[src/rtl/lcd_bcd_scheduler.sv]
// rtl/lcd_bcd_scheduler.sv - shared shift-add-3 BCD engine serving three LCD channels round-robin
module lcd_bcd_scheduler #(
    parameter int BIN_W  = 12,
    parameter int DIGITS = 4
) (
    input  logic                  sys_clk,
    input  logic                  sys_rst_n,
    input  logic [BIN_W-1:0]      xinlv,
    input  logic [BIN_W-1:0]      rr_current,
    input  logic [BIN_W-1:0]      hrv_sdnn,
    input  logic                  frame_sync,
    output logic [4*DIGITS-1:0]   xinlv_bcd,
    output logic [4*DIGITS-1:0]   rr_bcd,
    output logic [4*DIGITS-1:0]   hrv_bcd,
    output logic                  busy
);

    localparam int BCD_W = 4 * DIGITS;
    localparam int CNT_W = $clog2(BIN_W + 1);

    // A BIN_W-bit value must fit in DIGITS decimal digits (log2(10) ~ 3.32 bits per digit).
    if (BIN_W * 100 > 332 * DIGITS) begin : g_param_check
        $error("lcd_bcd_scheduler: BIN_W too wide for DIGITS");
    end

    typedef enum logic [1:0] {IDLE, LOAD, SHIFT, DONE} state_e;

    state_e             state_q, state_d;
    logic [2:0]         pend_q, pend_d;
    logic [1:0]         rr_ptr_q, rr_ptr_d;
    logic [1:0]         grant_q, grant_d;
    logic [1:0]         gsel;
    logic [BIN_W-1:0]   bin_q, bin_d;
    logic [BCD_W-1:0]   acc_q, acc_d, adj;
    logic [CNT_W-1:0]   cnt_q, cnt_d;
    logic [BIN_W-1:0]   chan_in    [3];
    logic [BIN_W-1:0]   last_cap_q [3];
    logic [BCD_W-1:0]   stage_q    [3];
    logic [BCD_W-1:0]   out_q      [3];

    assign chan_in[0] = xinlv;
    assign chan_in[1] = rr_current;
    assign chan_in[2] = hrv_sdnn;

    assign xinlv_bcd = out_q[0];
    assign rr_bcd    = out_q[1];
    assign hrv_bcd   = out_q[2];
    assign busy      = (state_q != IDLE);

    // A channel is pending while its input differs from the last captured value, except in its LOAD cycle.
    always_comb begin
        pend_d = '0;
        for (int k = 0; k < 3; k++) begin
            pend_d[k] = (chan_in[k] != last_cap_q[k]) &&
                        !((state_q == LOAD) && (grant_q == 2'(k)));
        end
    end

    // Round-robin pick: first pending channel at or after rr_ptr, wrapping mod 3.
    always_comb begin
        gsel = 2'd0;
        case (rr_ptr_q)
            2'd1:    gsel = pend_q[1] ? 2'd1 : (pend_q[2] ? 2'd2 : 2'd0);
            2'd2:    gsel = pend_q[2] ? 2'd2 : (pend_q[0] ? 2'd0 : 2'd1);
            default: gsel = pend_q[0] ? 2'd0 : (pend_q[1] ? 2'd1 : 2'd2);
        endcase
    end

    // Engine sequencing plus the add-3 / shift datapath.
    always_comb begin
        state_d  = state_q;
        grant_d  = grant_q;
        rr_ptr_d = rr_ptr_q;
        cnt_d    = cnt_q;
        bin_d    = bin_q;
        acc_d    = acc_q;
        adj      = acc_q;
        for (int i = 0; i < DIGITS; i++) begin
            if (acc_q[4*i +: 4] >= 4'd5) begin
                adj[4*i +: 4] = acc_q[4*i +: 4] + 4'd3;
            end
        end
        case (state_q)
            IDLE: begin
                if (|pend_q) begin
                    state_d  = LOAD;
                    grant_d  = gsel;
                    rr_ptr_d = (gsel == 2'd2) ? 2'd0 : gsel + 2'd1;
                end
            end
            LOAD: begin
                bin_d   = chan_in[grant_q];
                acc_d   = '0;
                cnt_d   = '0;
                state_d = SHIFT;
            end
            SHIFT: begin
                {acc_d, bin_d} = {adj, bin_q} << 1;
                cnt_d          = cnt_q + CNT_W'(1);
                if (cnt_q == CNT_W'(BIN_W - 1)) begin
                    state_d = DONE;
                end
            end
            DONE: begin
                state_d = IDLE;
            end
            default: begin
                state_d = IDLE;
            end
        endcase
    end

    // Engine and arbitration state.
    always_ff @(posedge sys_clk or negedge sys_rst_n) begin
        if (!sys_rst_n) begin
            state_q  <= IDLE;
            pend_q   <= '0;
            rr_ptr_q <= 2'd0;
            grant_q  <= 2'd0;
            bin_q    <= '0;
            acc_q    <= '0;
            cnt_q    <= '0;
        end else begin
            state_q  <= state_d;
            pend_q   <= pend_d;
            rr_ptr_q <= rr_ptr_d;
            grant_q  <= grant_d;
            bin_q    <= bin_d;
            acc_q    <= acc_d;
            cnt_q    <= cnt_d;
        end
    end

    // Per-channel capture history, staging results and frame-synchronised outputs.
    always_ff @(posedge sys_clk or negedge sys_rst_n) begin
        if (!sys_rst_n) begin
            for (int k = 0; k < 3; k++) begin
                last_cap_q[k] <= '0;
                stage_q[k]    <= '0;
                out_q[k]      <= '0;
            end
        end else begin
            if (state_q == LOAD) begin
                last_cap_q[grant_q] <= chan_in[grant_q];
            end
            if (state_q == DONE) begin
                stage_q[grant_q] <= acc_q;
            end
            if (frame_sync) begin
                for (int k = 0; k < 3; k++) begin
                    out_q[k] <= stage_q[k];
                end
            end
        end
    end

endmodule

[config.mk]
export PLATFORM = sky130hd
export DESIGN_NAME = lcd_bcd_scheduler
export DESIGN_NICKNAME = d
export VERILOG_FILES = /design/src/rtl/lcd_bcd_scheduler.sv
export SDC_FILE = /design/constraint.sdc
export NUM_CORES = 1
export LEC_CHECK = 0
export ABC_CLOCK_PERIOD_IN_PS = 1790
export CAP_MARGIN = 20
export CORE_ASPECT_RATIO = 0.8
export CORE_UTILIZATION = 30
export CTS_BUF_LIST = sky130_fd_sc_hd__clkbuf_16
export CTS_CLUSTER_DIAMETER = 50
export DETAILED_ROUTE_END_ITERATION = 10
export PLACE_DENSITY = 0.54
export SYNTH_ARGS = -nofsm -noshare
export SYNTH_HDL_FRONTEND = slang
export SYNTH_SLANG_ARGS = --single-unit
[constraint.sdc]
create_clock -name sys_clk -period 1.79 [get_ports sys_clk]
set_clock_uncertainty 0.2 [all_clocks]
set_input_delay 0.2685 -clock sys_clk [delete_from_list [all_inputs] [get_ports sys_clk]]
set_output_delay 0.2685 -clock sys_clk [all_outputs]
set_load 0.02 [all_outputs]
# ---- Word level (Yosys, flattened, before mapping)
# Index checks and enable logic that the tools add are counted.
dict set report word_totals {
  regBits 173
  latchBits 0
  ram_bits 0
  romBits 0
  inputBits 39
  output_inout_bits 49
  n_memories 0
}
dict set report classes {
  add_sub_neg 6
  n_mul 0
  div_mod_pow 0
  order_cmp 6
  eq_ne 14
  shift 0
  n_mux 27
  bitwise_logic 1
  reduce_logical 17
}
# cell n
set op_table {}
lappend op_table {{$bwmux W48} 1}
lappend op_table {{$bwmux W36} 1}
lappend op_table {{$mux W12} 3}
lappend op_table {{$ne A12 B12 Y1} 3}
lappend op_table {{$demux W16 S2} 1}
lappend op_table {{$pmux W16 S2} 1}
lappend op_table {{$bmux W12 S2} 1}
lappend op_table {{$demux W12 S2} 1}
lappend op_table {{$pmux W12 S2} 1}
lappend op_table {{$ge A4 B3 Y1 const B} 4}
lappend op_table {{$mux W16} 1}
lappend op_table {{$mux W2} 8}
lappend op_table {{$add A4 B2 Y4 const B} 3}
lappend op_table {{$mux W4} 3}
lappend op_table {{$eq A2 B2 Y1 const B} 5}
lappend op_table {{$pmux W2 S4} 1}
lappend op_table {{$pmux W4 S2} 1}
lappend op_table {{$logic_and A1 B1 Y1} 7}
lappend op_table {{$eq A2 B1 Y1 const B} 3}
lappend op_table {{$add A4 B1 Y4 const B} 1}
lappend op_table {{$eq A4 B4 Y1 const B} 1}
lappend op_table {{$logic_not A2 Y1} 2}
lappend op_table {{$ne A2 B2 Y1 const B} 2}
lappend op_table {{$pmux W2 S2} 1}
lappend op_table {{other kinds (11)} 15}

# ---- Longest topological paths before layout
dict set report logic_depth {
  word_depth 6
  depth_mapped 7
}

# ---- Least setup slack after synthesis
# Ideal clock, no wire load.
dict set report synth_timing {
  kind {reg2reg}
  from {reg state_q[1]}
  to {reg last_cap_q[26] (netlist name)}
  arrival_time_ps 1451
  path_slack_ps 14
  path_stages_with_launch 6
  path_cell_list {dfrtp_1 > inv_1 > ha_1 > nor3b_2 > buf_4 > mux2_2}
}
dict set report synth_via {
  elab_chain_cells 1
}
# item line_no
set synth_rtl {}
lappend synth_rtl {{from (decl)} 28} ;# state_e state_q, state_d;
lappend synth_rtl {{from (signal assigned)} 124} ;# state_q <= state_d;
lappend synth_rtl {{$eq A2 B1 Y1} 143} ;# if (state_q == LOAD) begin
lappend synth_rtl {{to (signal, indexed assignment)} 144} ;# last_cap_q[grant_q] <= chan_in[grant_q];
lappend synth_rtl {{to (decl)} 37} ;# logic [BIN_W-1:0] last_cap_q [3];
# No other way between the ends.
# A chain may end at the register's enable or synchronous reset.

# ---- Worst setup path after layout
dict set report layout_timing {
  from {reg state_q[1]}
  to {reg bin_q[10]}
}
dict set report layout_via {
  elab_chain_cells 2
}
# item line_no
set layout_rtl {}
lappend layout_rtl {{$eq A2 B2 Y1 or $eq A2 B1 Y1 (tied branches)} 83} ;# case (state_q)
lappend layout_rtl {{$pmux W12 S2 or $reduce_bool A2 Y1 (tied branches)} --}
lappend layout_rtl {{to (signal assigned)} 128} ;# bin_q <= bin_d;
lappend layout_rtl {{to (decl)} 33} ;# logic [BIN_W-1:0] bin_q, bin_d;
# Several ways; a longest one is shown, not always the timed one.

==> metrics.txt <==
status=finished, final reports clean; Startpoint Class=flop; Tcrit/Tclk final=99.7%; drt wl/cell=16.0 um; most common library cell in the layout ignoring fill and taps=dfrtp_1; Starting Density=31.0%; total of max-cap violations=0; via count=5100; worst endpoint data arrival time=1.87 ns; Syn-to-layout area delta=33.2%; filler instances=2344; commonest cells after routing, fill and taps aside=dfrtp_1, mux2_2, o21ai_0, buf_4, dlygate4sd2_1; Synth Cell Area=0.00765 mm2; PortBufs=87; Worst-path clk slew=0.09 ns; synthesis-stage register bit count=173; Warnings, synthesis=0; crit path time final=1.79 ns; Syn Area/Cell=12.3 um2; detailed-route DRC error count=0; CTS Root Cell=clkbuf_16; Diodes inserted=0; Final nets=819; Worst slew margin=75.4%; overall routed net length=17.5 mm; Worst Setup Path Type=flop to flop; fin worst setup slack=0.00495 ns; CP required=1.88 ns; RD Place Congestion=0.744; Clk pwr share=25.7%; internal power=0.00964 W; via/cell ratio=4.65; Comb power frac=36.6%; Post-synth EDFFs=0; RSZ-0062 raised after global routing=true; Final Instance Area=0.0102 mm2; die width=181 um; final hold violation count=0; DRT iter0 DRCs=251; layout cells sized above 1=29.6%; io pins=88; TritonRoute pass-1 iters=5; full die area=0.0262 mm2; site row count=51; worst-margin pin slew=0.366 ns; setup violators final=0; largest net degree at the start of global routing=54; htree depth=4; static leakage=4.73 nW; CP Capture Type=flop; number of buffers created by CTS=17; Flop pwr share=37.6%; Top FF cell, synth=dfrtp_1; Mapped Cells=621; HP Class=input port to async pin; P_sw=0.00524 W; critical path fanouts, max=14; clk buf depth=2; Async SR Flop Fraction=100%; Place WS=-0.138 ns; vias in the first global route=5048; post-DP HPWL=12.3 mm; FMAX=560 MHz; global-route wire length before repair=28.5 mm; post-synthesis cell type count=38; pwr/cell area=1460 mW/mm2; GRT overflow=0; Antenna Nets Post-Route=0; total power=0.0149 W; final core area utilization=41.3%; Max Slew Vio Count=0; Tot GR Track Use=14.3%; die height=145 um; switching share of power=35.2%; post-synthesis sequential area ratio=56.6%; fin cells=1096; Post-Place Cell Area=0.00938 mm2; VDD IR max=0.000701 V; syn_nets=675; initial antenna violation count=0; placed insts=1056; Clock Latency Late Sink=0.43 ns; CTS tree=yes; core area=0.0247 mm2; # clock sinks=173
## Yosys cell counts, types with 2 or more instances
| cell type | number | area share (%) |
|---|---|---|
| xnor2_1 | 28 | 3.2 |
| a31oi_1 | 4 | 0.33 |
| buf_1 | 2 | 0.098 |
| nand4_1 | 6 | 0.49 |
| buf_2 | 7 | 0.46 |
| mux2_2 | 97 | 14 |
| nor2b_1 | 2 | 0.16 |
| nor2_1 | 14 | 0.69 |
| o31ai_1 | 5 | 0.49 |
| xor2_1 | 12 | 1.4 |
| mux2_4 | 10 | 2.0 |
| o22ai_1 | 26 | 2.1 |
| o21ai_0 | 52 | 3.4 |
| nor4_1 | 3 | 0.25 |
| nand2_1 | 41 | 2.0 |
| clkbuf_1 | 15 | 0.74 |
| a211oi_1 | 11 | 1.1 |
| o32ai_1 | 2 | 0.23 |
| ha_1 | 15 | 2.5 |
| dfrtp_1 | 173 | 57 |
| o211ai_1 | 2 | 0.20 |
| inv_1 | 38 | 1.9 |
| nor3_1 | 7 | 0.46 |
| nand3b_1 | 4 | 0.39 |
| buf_6 | 2 | 0.29 |
| nand3_1 | 5 | 0.33 |
| buf_4 | 4 | 0.39 |
| nand2b_1 | 6 | 0.49 |
| mux2i_1 | 12 | 1.6 |
| a21oi_1 | 8 | 0.52 |
## power groups by stage
stage	Combinational, W	Clock, W	Sequential [W]
final	0.00545	0.00383	0.00560
after global routing	0.00597	0.00411	0.00575
after CTS	0.00513	0.00392	0.00559
after detailed placement	0.00520	0	0.00567
after global placement	0.00517	0	0.00564
after floorplan	0.00315	0	0.00568
## sequential cells by signal, summed over array words and instances (netlist names)
name        count
pend_q          3
state_q         2
xinlv_bcd      16
hrv_bcd        16
last_cap_q     36
stage_q        48
rr_bcd         16
acc_q          16
cnt_q           4
rr_ptr_q        2
grant_q         2
bin_q          12
## final cells by class
type / instances / area, um2 / area share, %
clock buffers: 17 / 425 / 4.17
clock inverters: 15 / 214 / 2.10
inverters: 38 / 143 / 1.40
multi-input cells: 380 / 3170 / 31.1
flip-flops and latches: 173 / 4330 / 42.5
well taps: 318 / 398 / 3.90
repair buffers: 155 / 1510 / 14.8
## kinds of logic after synthesis
group	count (synthesis)	share of synthesized area [%]
AOI/OAI and AO/OA	113	8.70
xor gates and xnor gates	40	4.58
adders and majority gates	15	2.45
buffers and inverters	68	3.84
DFF	173	56.6
muxes	119	17.8
and+or+nand+nor	93	6.03
## final timing paths
check / slack, ns / cells after the start / end / from
max: 0.005 / 5 / bin_q[10]$_DFFE_PN0P_ / state_q[1]$_DFFE_PN0P_
min: 0.04 / 2 / rr_bcd[6]$_DFFE_PN0P_ / sys_rst_n
max reg2reg: 0.005 / 5 / bin_q[10]$_DFFE_PN0P_ / state_q[1]$_DFFE_PN0P_
min reg2reg: 0.28 / 2 / stage_q[0]$_DFFE_PN0P_ / stage_q[0]$_DFFE_PN0P_
max in group asynchronous: 0.75 / 3 / acc_q[0]$_DFFE_PN0P_ / sys_rst_n
min in group sys_clk: 0.10 / 2 / hrv_bcd[12]$_DFFE_PN0P_ / frame_sync
## timing repair
action	in CTS	in global routing
setup endpoints to repair	71	59
endpoints found under the hold margin	173	0
cloned	0	1
buffers inserted	1	5
resized for setup	56	39
hold buffers	1	0
pin swaps	0	2
## layer usage
metal	vias to the layer above	share of wire (%)	GRT usage, %
met5	-	0	0
met4	0	1.0	4.86
met3	12	2.9	2.80
met2	74	40	19.5
met1	2530	56	22.1
li1	2484	-	-
## worst max-delay path, stage by stage (launching register included)
cell,delay (ns)
dfrtp_1,0.40
buf_6,0.13
ha_1,0.23
buf_4,0.22
a211oi_1,0.33
o22ai_1,0.14
## stage by stage
step                      setup TNS (ns)  hold WS, ns
after floorplan                        0       -0.227
after global placement            -0.474      -0.0524
after detailed placement          -0.715      -0.0600
after CTS                              0       0.0345
after global routing              -0.837       0.0518
final                                  0       0.0375
No activity file was read; power rests on OpenSTA's default activity.
